`config.mk`:
```
export PLATFORM = sky130hd
export DESIGN_NAME = fetch_pc_unit
export DESIGN_NICKNAME = d
export VERILOG_FILES = /design/src/rtl/fetch_pkg.sv /design/src/rtl/pc_step_adder.sv /design/src/rtl/fetch_pc_unit.sv
export SDC_FILE = /design/constraint.sdc
export NUM_CORES = 1
export LEC_CHECK = 0
export ABC_AREA = 1
export BUFFER_PORTS_ARGS = -buffer_cell sky130_fd_sc_hd__buf_2
export CELL_PAD_IN_SITES_DETAIL_PLACEMENT = 1
export CELL_PAD_IN_SITES_GLOBAL_PLACEMENT = 2
export CORE_UTILIZATION = 31
export CTS_CLUSTER_SIZE = 24
export DETAILED_ROUTE_END_ITERATION = 8
export PLACE_DENSITY_LB_ADDON = 0.1
export SYNTH_ARGS = -nofsm -noshare
export SYNTH_HDL_FRONTEND = slang
export SYNTH_HIERARCHICAL = 1
export SYNTH_SLANG_ARGS = --single-unit
```
`constraint.sdc`:
```
create_clock -name i_clk -period 2.3 [get_ports i_clk]
set_input_delay 0.46 -clock i_clk [delete_from_list [all_inputs] [get_ports i_clk]]
set_output_delay 0.46 -clock i_clk [all_outputs]
set_load 0.02 [all_outputs]
```
`src/rtl/fetch_pkg.sv`:
```
// Shared types and constants for the instruction-fetch front end.
// FETCH_ALIGN_CHECK_EN adds the HALT state used after a misaligned redirect.
package fetch_pkg;
  localparam int unsigned INSTR_BYTES  = 4;
  localparam int unsigned DEF_ADDR_W   = 64;
  localparam int unsigned DEF_INSTR_W  = 32;
  localparam logic [63:0] DEF_RESET_PC = 64'h0;

`ifdef FETCH_ALIGN_CHECK_EN
  typedef enum logic [2:0] {
    ST_BOOT, ST_REQ, ST_WAIT, ST_DELIVER, ST_DRAIN, ST_HALT
  } fetch_state_e;
`else
  typedef enum logic [2:0] {
    ST_BOOT, ST_REQ, ST_WAIT, ST_DELIVER, ST_DRAIN
  } fetch_state_e;
`endif
endpackage

```
`src/rtl/pc_step_adder.sv`:
```
// Sequential next-PC incrementer: pc + INSTR_BYTES, wrapping modulo 2^ADDR_W.
module pc_step_adder
  import fetch_pkg::*;
#(
  parameter int unsigned ADDR_W = DEF_ADDR_W
) (
  input  logic [ADDR_W-1:0] pc,
  output logic [ADDR_W-1:0] pc_next
);
  assign pc_next = pc + ADDR_W'(INSTR_BYTES);
endmodule

```
`src/rtl/fetch_pc_unit.sv`:
```
// Instruction-fetch front end: PC register, single-outstanding imem fetch, decode handshake.
// FETCH_ALIGN_CHECK_EN enables misaligned-redirect faulting and the HALT state.
module fetch_pc_unit
  import fetch_pkg::*;
#(
  parameter int unsigned       ADDR_W   = DEF_ADDR_W,
  parameter int unsigned       INSTR_W  = DEF_INSTR_W,
  parameter logic [ADDR_W-1:0] RESET_PC = ADDR_W'(DEF_RESET_PC)
) (
  input  logic               i_clk,
  input  logic               i_rst_n,
  output logic               o_imem_req_valid,
  input  logic               i_imem_req_ready,
  output logic [ADDR_W-1:0]  o_imem_req_addr,
  input  logic               i_imem_rsp_valid,
  input  logic [INSTR_W-1:0] i_imem_rsp_data,
  output logic               o_dec_valid,
  input  logic               i_dec_ready,
  output logic [INSTR_W-1:0] o_dec_instr,
  output logic [ADDR_W-1:0]  o_dec_pc,
  input  logic               i_redirect_valid,
  input  logic [ADDR_W-1:0]  i_redirect_pc,
  output logic               o_fetch_fault
);
  fetch_state_e      state;
  fetch_state_e      redir_state;
  logic [ADDR_W-1:0] pc;
  logic [ADDR_W-1:0] pc_next;
  logic [ADDR_W-1:0] req_pc;
  logic [ADDR_W-1:0] redir_target;

  pc_step_adder #(.ADDR_W(ADDR_W)) u_step (
    .pc      (pc),
    .pc_next (pc_next)
  );

  assign o_imem_req_valid = (state == ST_REQ);
  assign o_imem_req_addr  = pc;

`ifdef FETCH_ALIGN_CHECK_EN
  logic fault_q;
  logic pend_q;   // response still owed for a request squashed on the way into HALT
  logic misaligned;

  assign misaligned    = |i_redirect_pc[1:0];
  assign redir_target  = i_redirect_pc;
  assign o_fetch_fault = fault_q;
`else
  assign redir_target  = i_redirect_pc & ~ADDR_W'(3);
  assign o_fetch_fault = 1'b0;
`endif

  // Where a redirect lands depends on whether a response is still owed.
  always_comb begin
    redir_state = ST_REQ;
    case (state)
      ST_REQ:           redir_state = i_imem_req_ready ? ST_DRAIN : ST_REQ;
      ST_WAIT, ST_DRAIN: redir_state = i_imem_rsp_valid ? ST_REQ : ST_DRAIN;
`ifdef FETCH_ALIGN_CHECK_EN
      ST_HALT:          redir_state = (pend_q && !i_imem_rsp_valid) ? ST_DRAIN : ST_REQ;
`endif
      default:          redir_state = ST_REQ;
    endcase
  end

  always_ff @(posedge i_clk or negedge i_rst_n) begin
    if (!i_rst_n) begin
      state       <= ST_BOOT;
      pc          <= RESET_PC;
      req_pc      <= '0;
      o_dec_valid <= 1'b0;
      o_dec_instr <= '0;
      o_dec_pc    <= '0;
`ifdef FETCH_ALIGN_CHECK_EN
      fault_q     <= 1'b0;
      pend_q      <= 1'b0;
`endif
    end else begin
`ifdef FETCH_ALIGN_CHECK_EN
      fault_q <= 1'b0;
`endif
      if (i_redirect_valid) begin
        pc          <= redir_target;
        o_dec_valid <= 1'b0;
`ifdef FETCH_ALIGN_CHECK_EN
        if (misaligned) begin
          fault_q <= 1'b1;
          state   <= ST_HALT;
          pend_q  <= (redir_state == ST_DRAIN);
        end else begin
          state  <= redir_state;
          pend_q <= 1'b0;
        end
`else
        state <= redir_state;
`endif
      end else begin
        case (state)
          ST_BOOT: state <= ST_REQ;
          ST_REQ: begin
            if (i_imem_req_ready) begin
              req_pc <= pc;
              pc     <= pc_next;
              state  <= ST_WAIT;
            end
          end
          ST_WAIT: begin
            if (i_imem_rsp_valid) begin
              o_dec_instr <= i_imem_rsp_data;
              o_dec_pc    <= req_pc;
              o_dec_valid <= 1'b1;
              state       <= ST_DELIVER;
            end
          end
          ST_DELIVER: begin
            if (i_dec_ready) begin
              o_dec_valid <= 1'b0;
              state       <= ST_REQ;
            end
          end
          ST_DRAIN: begin
            if (i_imem_rsp_valid) state <= ST_REQ;
          end
`ifdef FETCH_ALIGN_CHECK_EN
          ST_HALT: begin
            if (i_imem_rsp_valid) pend_q <= 1'b0;
          end
`endif
          default: state <= ST_BOOT;
        endcase
      end
    end
  end
endmodule

```
# Yosys cells after proc, flatten, opt, wreduce, memory -nomap -nowiden
# Index checks and enable logic that the tools add are counted.
[classes]
add_sub_neg = 1
n_reduce_logical = 10
muxes = 16
n_eq_ne = 8
bitwise_logic = 1
[ops]
columns = ["op", "n"]
rows = [
  ["$mux W64", 3],
  ["$add A64 B3 Y64 const B", 1],
  ["$mux W3", 7],
  ["$pmux W3 S5", 1],
  ["$ne A3 B3 Y1 const B", 3],
  ["$reduce_and A3 Y1", 3],
  ["$eq A3 B2 Y1 const B", 2],
  ["$pmux W3 S2", 1],
  ["$reduce_and A4 Y1", 1],
  ["$reduce_bool A2 Y1", 2],
  ["$eq A3 B1 Y1 const B", 1],
  ["$eq A3 B3 Y1 const B", 1],
  ["$logic_not A3 Y1", 1],
  ["$mux W1", 3],
  ["$ne A3 B1 Y1 const B", 1],
  ["$reduce_bool A3 Y1", 1],
  ["$pmux W1 S2", 1],
  ["$reduce_and A2 Y1", 1],
  ["$reduce_or A2 Y1", 1],
  ["$not A1 Y1", 1],
]
[totals]
word_cells = 42
output_inout_bits = 163
inputBits = 102
reg_bits = 228

# Longest topological paths before layout
# Gate-level depths: netlist of the first run.
[depth]
word_depth = 4
mapped_depth = 13
mapped_depth_nobuf = 13

# Modules after synthesis
# The synthesis of the first run kept the hierarchy.
[modules_own_cells]
columns = ["module", "instances", "cells_per_inst", "seq_area_each_um2", "area_per_inst_um2"]
rows = [
  ["fetch_pc_unit", 1, 1005, 5705.5, 9337.7],
  ["pc_step_adder", 1, 438, 0.0, 2038.2],
]

# Worst setup path after synthesis of the first run
# No wires, ideal clock.
[synth_timing]
kind = "register -> register"
startpoint = "register pc[3] (netlist: o_imem_req_addr[3])"
endpoint = "register pc[40] (netlist: o_imem_req_addr[40])"
path_stages_with_launch = 13
period_less_slack_ps = 1899
setup_slack_ps = 401
arrival_time_ps = 1834
path_buffers = 0
required_ps = 2235
setup_ps = 65
path_cell_list = "dfrtp_1 ha_1 nand2_2 nor2_4 nand2_2 nor2_4 nand2_1 nor2_1 nand2_1 nand2_1 nor2_1 o21ai_0 o21a_1"
[synth_via]
elab_chain_cells = 4
[synth_lines]
columns = ["element", "line_no", "text"]
rows = [
  ["start: declaration", "fetch_pc_unit.sv:27", "logic [ADDR_W-1:0] pc;"],
  ["start signal: assignment", "fetch_pc_unit.sv:83", "pc <= redir_target;"],
  ["start signal: assignment", "fetch_pc_unit.sv:103", "pc <= pc_next;"],
  ["$add A64 B3 Y64", "pc_step_adder.sv:10", "assign pc_next = pc + ADDR_W'(INSTR_BYTES);"],
  ["via pc_next[40]", "fetch_pc_unit.sv:28", "logic [ADDR_W-1:0] pc_next;"],
  ["$mux W64", "fetch_pc_unit.sv:101", "if (i_imem_req_ready) begin"],
  ["$mux W64", "fetch_pc_unit.sv:98", "case (state)"],
  ["$mux W64", "fetch_pc_unit.sv:82", "if (i_redirect_valid) begin"],
]
# The timed path passes the listed nets, and every way through them passes these cells. The select of a mux whose other input is x is not followed.
# A chain may end at the register's enable or synchronous reset.

# Worst setup path after layout of the first run
[layout_timing]
startpoint = "register pc[18] (netlist: o_imem_req_addr[18])"
endpoint = "register pc[61] (netlist: o_imem_req_addr[61])"
# Same word-level chain as after synthesis.

==> results of run 1 <==
-- worst min-delay path: stages --
cell and delay, ns:
buf_2 0.08, nand2_1 0.04, nand2_1 0.04
-- cell usage after synthesis, types with 4 or more instances --
library cell / count / area (um^2)
dfrtp_1: 228 / 5710
nand2_1: 426 / 1600
nand4_1: 11 / 68.8
xor2_1: 12 / 105
o21ai_0: 125 / 626
inv_1: 109 / 409
inv_2: 4 / 15.0
clkbuf_1: 10 / 37.5
nor2_4: 7 / 78.8
buf_2: 25 / 125
buf_6: 16 / 180
nand3_1: 22 / 110
nand2_4: 4 / 45.0
o21a_1: 62 / 465
nor2_1: 238 / 893
xnor2_1: 20 / 175
buf_4: 13 / 97.6
o21ai_1: 83 / 415
nor2_2: 7 / 43.8
nand2_2: 10 / 62.6
-- layout make-up --
cell class | instances | share of cell area, %
Multi-Input combinational cell | 1038 | 33.7
Clock inverter | 13 | 0.849
Tap cell | 461 | 4.04
Inverter | 113 | 2.97
Sequential cell | 228 | 39.9
Clock buffer | 37 | 5.57
Timing Repair Buffer | 317 | 12.9
Antenna cell | 1 | 0.0175
-- worst max path at each step --
stage | from | endpoint | slack [ns] | depth (start not counted)
global route | o_imem_req_addr[2] | o_imem_req_addr[56] | 0.002 | 12
detailed placement | i_redirect_valid | o_dec_pc[42] | 0.15 | 5
global placement | i_redirect_valid | o_dec_pc[36] | 0.21 | 5
CTS | o_imem_req_addr[2] | o_imem_req_addr[44] | 0.13 | 12
floorplan | o_imem_req_addr[3] | o_imem_req_addr[40] | 0.40 | 12
finish | o_imem_req_addr[18] | o_imem_req_addr[61] | 0.22 | 10
-- layer usage --
layer	global-route usage, %	up-vias
met3	3.23	41
met2	32.1	200
met4	3.76	2
met5	0	-
li1	-	5107
met1	27.3	4884
-- cell usage in the layout, fill, tap and decap left out, drive strengths merged --
cell type and count:
buf 316, diode 1, nor3 1, o21ai 208, inv 114, clkbuf 37
o21bai 1, o21a 62, nand3b 3, ha 1, a21oi 1, nand4 11
conb 1, clkinv 9, nand2 440, dlygate4sd3 1, nor2 254, nand3 23
dfrtp 228, xnor2 20, xor2 12, bufinv 2, clkinvlp 1
-- sequential cells by signal (all words and copies together) (netlist names) --
signal           cells
state                3
o_dec_instr         32
o_dec_valid          1
req_pc              64
o_imem_req_addr     64
o_dec_pc            64
-- through the flow --
stage	hold slack [ns]	instance area (um^2)
global route	0.0865	14300
finish	0.103	14300
CTS	0.0719	14300
floorplan	0.164	11400
global placement	0.399	13400
detailed placement	0.398	13400
-- power by group through the flow --
stage | sequential, W | combinational (W) | clock, W
4_1_cts | 0.00684 | 0.00753 | 0.00459
6_report | 0.00680 | 0.00741 | 0.00441
3_3_place_gp | 0.00682 | 0.00734 | 0
2_1_floorplan | 0.00811 | 0.00339 | 0
5_1_grt | 0.00705 | 0.00825 | 0.00473
3_5_place_dp | 0.00689 | 0.00748 | 0
-- cell families after synthesis --
kind of cell,synth area share (%)
simple gates,26.3
compound gates,13.4
flops,50.2
buf+inv,7.60
xor+xnor,2.46
fa+ha+maj,0.110
other cells,0.0330
-- what timing repair did --
| item | 4_1_cts | 5_1_grt |
|---|---|---|
| hold endpoints to repair | 42 | 0 |
| endpoints found under the setup margin | 0 | 2 |
| gates resized for setup | 0 | 2 |
| hold buffers | 1 | 0 |
==> impl_metrics.tcl, run 1 <==
set metrics [dict create \
    outcome "completed" \
    grt_pass1_vias 10500 \
    cts_made_buffers 28 \
    wl_per_cell_um 16.7 \
    regArea_um2 5710 \
    clk_pin_slew_worst_paths_ns 0.06 \
    r2r-start "o_imem_req_addr[18]" \
    place_congestion 0.862 \
    cts_setup_buffers 0 \
    stdcell_count 2208 \
    r2r-end "o_imem_req_addr[61]" \
    cp_num_buf_inv 0 \
    core.rowCount 69 \
    hpwlAfterDp_um 27700 \
    intPower_w 0.0109 \
    p_clk_share_pct 23.7 \
    wl_met2_um 16900 \
    first_pass_iters 4 \
    cts_tree "yes" \
    cts_buffer_depth 3 \
    start_kind "flip-flop" \
    avgSynthCellArea_um2 7.88 \
    switching_share_pct 41.2 \
    fin_nets 1829 \
    grt-ovfl-total 0 \
    period_share_pct 90.5 \
    hold_end "o_dec_instr[24]" \
    num_vias 10200 \
    die_area_um2 37500 \
    ys_seq_area_share_pct 50.2 \
    path_max_fanout 5 \
    ff2ff_path_depth 10 \
    rsz0062_at_grt "false" \
    comb_power_share_pct 39.8 \
    synth_seq_cells 228 \
    initial_core_util_pct 31.8 \
    fin_ws_ns 0.218 \
    top_layer "met5" \
    worst_slew_pin_slew_ns 0.911 \
    irDropWorstVdd_mv 0.620 \
    cpMaxStageDelayCell "dfrtp_1" \
    grt_max_degree 90 \
    synthCells 1443 \
    path_cells "nand2_1 > nor2_2 > nand2_1 > nor2_1 > nand2_1 > o21ai_0 > nand2_1 > nor2_1 > o21ai_0 > o21a_1" \
    leakagePower_nw 7.20 \
    min_from "i_imem_rsp_data[24]" \
    slew_headroom_pct 39.3 \
    ant_nets 0 \
    netlist-cell-type-count 28 \
    seqPwrFrac_pct 36.5 \
    setup_tns_ns 0 \
    p_sw_w 0.00768 \
    max_stage_delay_ns 0.38 \
    synthArstFlopShare_pct 100 \
    r2r_slack_ns 0.22 \
    multi_input_area_um2 4820 \
    htree_levels 1 \
    worstPathRequired_ns 2.74 \
    place_ws_ns 0.147 \
    maxCapViolCount 0 \
    cts.sinks 228 \
    synth_edf_count 0 \
    synth_nets 1546 \
    hold_viol 0 \
    drive_gt1_share_pct 22.9 \
    setup_viol 0 \
    arrival_ns 2.52 \
    grt_pass1_wl_um 58900 \
    slew_violations 0 \
    wl_met1_um 17700 \
    p_per_area_nw_per_um2 1300 \
    fillers 4460 \
    path_class "flip-flop to flip-flop" \
    wl_met3_um 1720 \
    portBuffers 261 \
    antenna_found_initial 2 \
    finalClockSkew_ns 0.0181 \
    min_period_ns 2.08 \
    yosysWarnings 6 \
    min_path_cells 3 \
    coreArea_um2 35800 \
    synthFlopType "dfrtp_1" \
    fp.dieH_um 194 \
    post-route-util_pct 39.9 \
    vias_per_cell 4.63 \
    root_buffer "clkbuf_16" \
    track_usage_pct 19.6 \
    wirelength_um 36900 \
    drtIter0Drc 367 \
    power_w 0.0186 \
    cp_common_cell "nand2_1" \
    area_growth_pct 25.6 \
    fp.dieW_um 194 \
    io_pins 265 \
    clk_latency_ns 0.55 \
    post-route-drc-count 0 \
    dpl.cell_count 2156 \
    hold_class "input port to flip-flop" \
    end_kind "flip-flop" \
    cpLargestDelayFamily "simple AND/OR/NAND/NOR gates" \
    max_freq_mhz 480 \
    synthesis.area_um2 11400 \
]
Note: power is estimated with default switching activity, not from simulation.
==> run 2, diff against run 1 <==
- PLACE_DENSITY: not set -> 0.91
- PLACE_DENSITY_LB_ADDON: 0.1 -> not set
- REMOVE_ABC_BUFFERS: not set -> 1
- SKIP_LAST_GASP: not set -> 1
==> run 2 against run 1 <==
  * Critical path type unchanged
  * Largest power group unchanged
  * Routed wire length is 1.4% higher
  * Sequential power is 0.7% higher
  * Power is 3.1% higher
  * Core utilization is 0.16 points higher
  * Largest cell class unchanged
  * Clock skew is 0.0022 ns higher
==> impl_metrics.tcl, run 2 (synthesized netlist as in run 1, its figures left out) <==
set metrics [dict create \
    outcome "completed" \
    cts_made_buffers 28 \
    fp.dieH_um 194 \
    arrival_ns 2.58 \
    setup_viol 0 \
    fin_ws_ns 0.151 \
    vias_per_cell 4.71 \
    irDropWorstVdd_mv 0.618 \
    power_w 0.0192 \
    grt_pass1_vias 11000 \
    p_per_area_nw_per_um2 1340 \
    grt-ovfl-total 0 \
    rsz0062_at_grt "true" \
    path_class "flip-flop to flip-flop" \
    coreArea_um2 35800 \
    drtIter0Drc 386 \
    first_pass_iters 4 \
    worstPathRequired_ns 2.73 \
    cp_num_buf_inv 0 \
    max_freq_mhz 465 \
    period_share_pct 93.4 \
    finalClockSkew_ns 0.0203 \
    hold_class "input port to flip-flop" \
    setup_tns_ns 0 \
    initial_core_util_pct 31.8 \
    path_cells "nand2_2 > nor2_4 > nand2_4 > nor2_1 > nand2_1 > o21ai_0 > nand2_1 > nor2_1 > o21ai_0 > o21a_1" \
    cts.sinks 228 \
    grt_pass1_wl_um 61200 \
    cpLargestDelayFamily "simple AND/OR/NAND/NOR gates" \
    slew_violations 0 \
    place_ws_ns 0.0950 \
    slew_headroom_pct 35.9 \
    cts_setup_buffers 0 \
    top_layer "met5" \
    portBuffers 261 \
    end_kind "flip-flop" \
    clk_latency_ns 0.54 \
    track_usage_pct 20.3 \
    antenna_found_initial 4 \
    cts_buffer_depth 3 \
    final_common_cell "nand2_1" \
    htree_levels 1 \
    fin_nets 1825 \
    wirelength_um 37400 \
    max_stage_delay_ns 0.46 \
    path_max_fanout 6 \
    hpwlAfterDp_um 27700 \
    leakagePower_nw 7.20 \
    start_kind "flip-flop" \
    area_growth_pct 26.1 \
    layout_common_cells "424 x nand2_1, 260 x buf_2, 237 x nor2_1, 225 x dfrtp_1, 125 x o21ai_0" \
    core.rowCount 69 \
    cts_tree "yes" \
    post-route-drc-count 0 \
    place_congestion 0.857 \
    cpMaxStageDelayCell "dfrtp_1" \
    root_buffer "clkbuf_16" \
    num_vias 10400 \
    io_pins 265 \
    hold_viol 0 \
    wl_per_cell_um 16.9 \
    fp.dieW_um 194 \
    wl_met1_um 17100 \
    grt_max_degree 125 \
    drive_gt1_share_pct 23.2 \
    clk_pin_slew_worst_paths_ns 0.06 \
    die_area_um2 37500 \
    wl_met3_um 1700 \
    worst_slew_pin_slew_ns 0.962 \
    ant_nets 0 \
    maxCapViolCount 0 \
    wl_met2_um 17900 \
    post-route-util_pct 40.0 \
    min_period_ns 2.15 \
]
==> run 2: cell types whose count changed in the layout (fill, tap and decap cells not counted), sizes merged <==
cell | previous run | this run
inv | 114 | 113
bufinv | 2 | 6
clkinvlp | 1 | 4
clkbuf | 37 | 34
clkinv | 9 | 8
buf | 316 | 312
==> run 2: timing repair <==
item	in CTS	in global routing
resized for setup	0	6
hold buffers	1	0
endpoints found under the hold margin	45	0
endpoints found under the setup margin	0	7
==> run 2: worst register-to-register path: stages, from the launching register on <==
cell	delay, ns
dfrtp_1	0.46
nand2_2	0.10
nor2_4	0.18
nand2_4	0.12
nor2_1	0.19
nand2_1	0.29
o21ai_0	0.30
nand2_1	0.09
nor2_1	0.09
o21ai_0	0.09
o21a_1	0.14
==> run 2: area by class of cell <==
type	count	area, um^2
Fill cell	4455	21500
Clock inverter	18	262
Antenna cell	1	2.50
Timing Repair Buffer	313	1770
Sequential cell	228	5710
Multi-Input combinational cell	1038	4830
Inverter	113	424
Tap cell	461	577
Clock buffer	34	774
==> run 2: path summary, 6_finish.rpt <==
kind                                  endpoint  slack [ns]           startpoint  depth (start not counted)
hold / removal                 o_dec_instr[12]        0.13  i_imem_rsp_data[12]                          3
hold reg to reg                 o_dec_instr[0]        0.47       o_dec_instr[0]                          2
min in group asynchronous         o_dec_pc[32]        0.45              i_rst_n                          2
setup / recovery           o_imem_req_addr[43]        0.15   o_imem_req_addr[4]                         10
setup reg to reg           o_imem_req_addr[43]        0.15   o_imem_req_addr[4]                         10
max in group asynchronous            req_pc[1]        1.18              i_rst_n                          3
==> run 2: stage by stage <==
step	instance area, um^2	cells	hold WS [ns]
after detailed placement	13300	2152	0.426
after global routing	14300	2206	0.118
after floorplan	10900	1379	0.164
after global placement	13300	2152	0.422
after CTS	14300	2205	0.103
final	14300	2206	0.125
==> run 2: routing by layer <==
metal	track usage, %	vias up
met5	0	-
met4	4.50	6
met3	3.05	52
met2	34.6	222
met1	27.2	5004
li1	-	5104
==> run 2: where the power goes <==
| group | internal [W] | switching [W] | leakage, nW |
|---|---|---|---|
| combinational | 0.00260 | 0.00484 | 3.96 |
| clock | 0.00307 | 0.00182 | 0.499 |
| sequential | 0.00568 | 0.00117 | 2.75 |
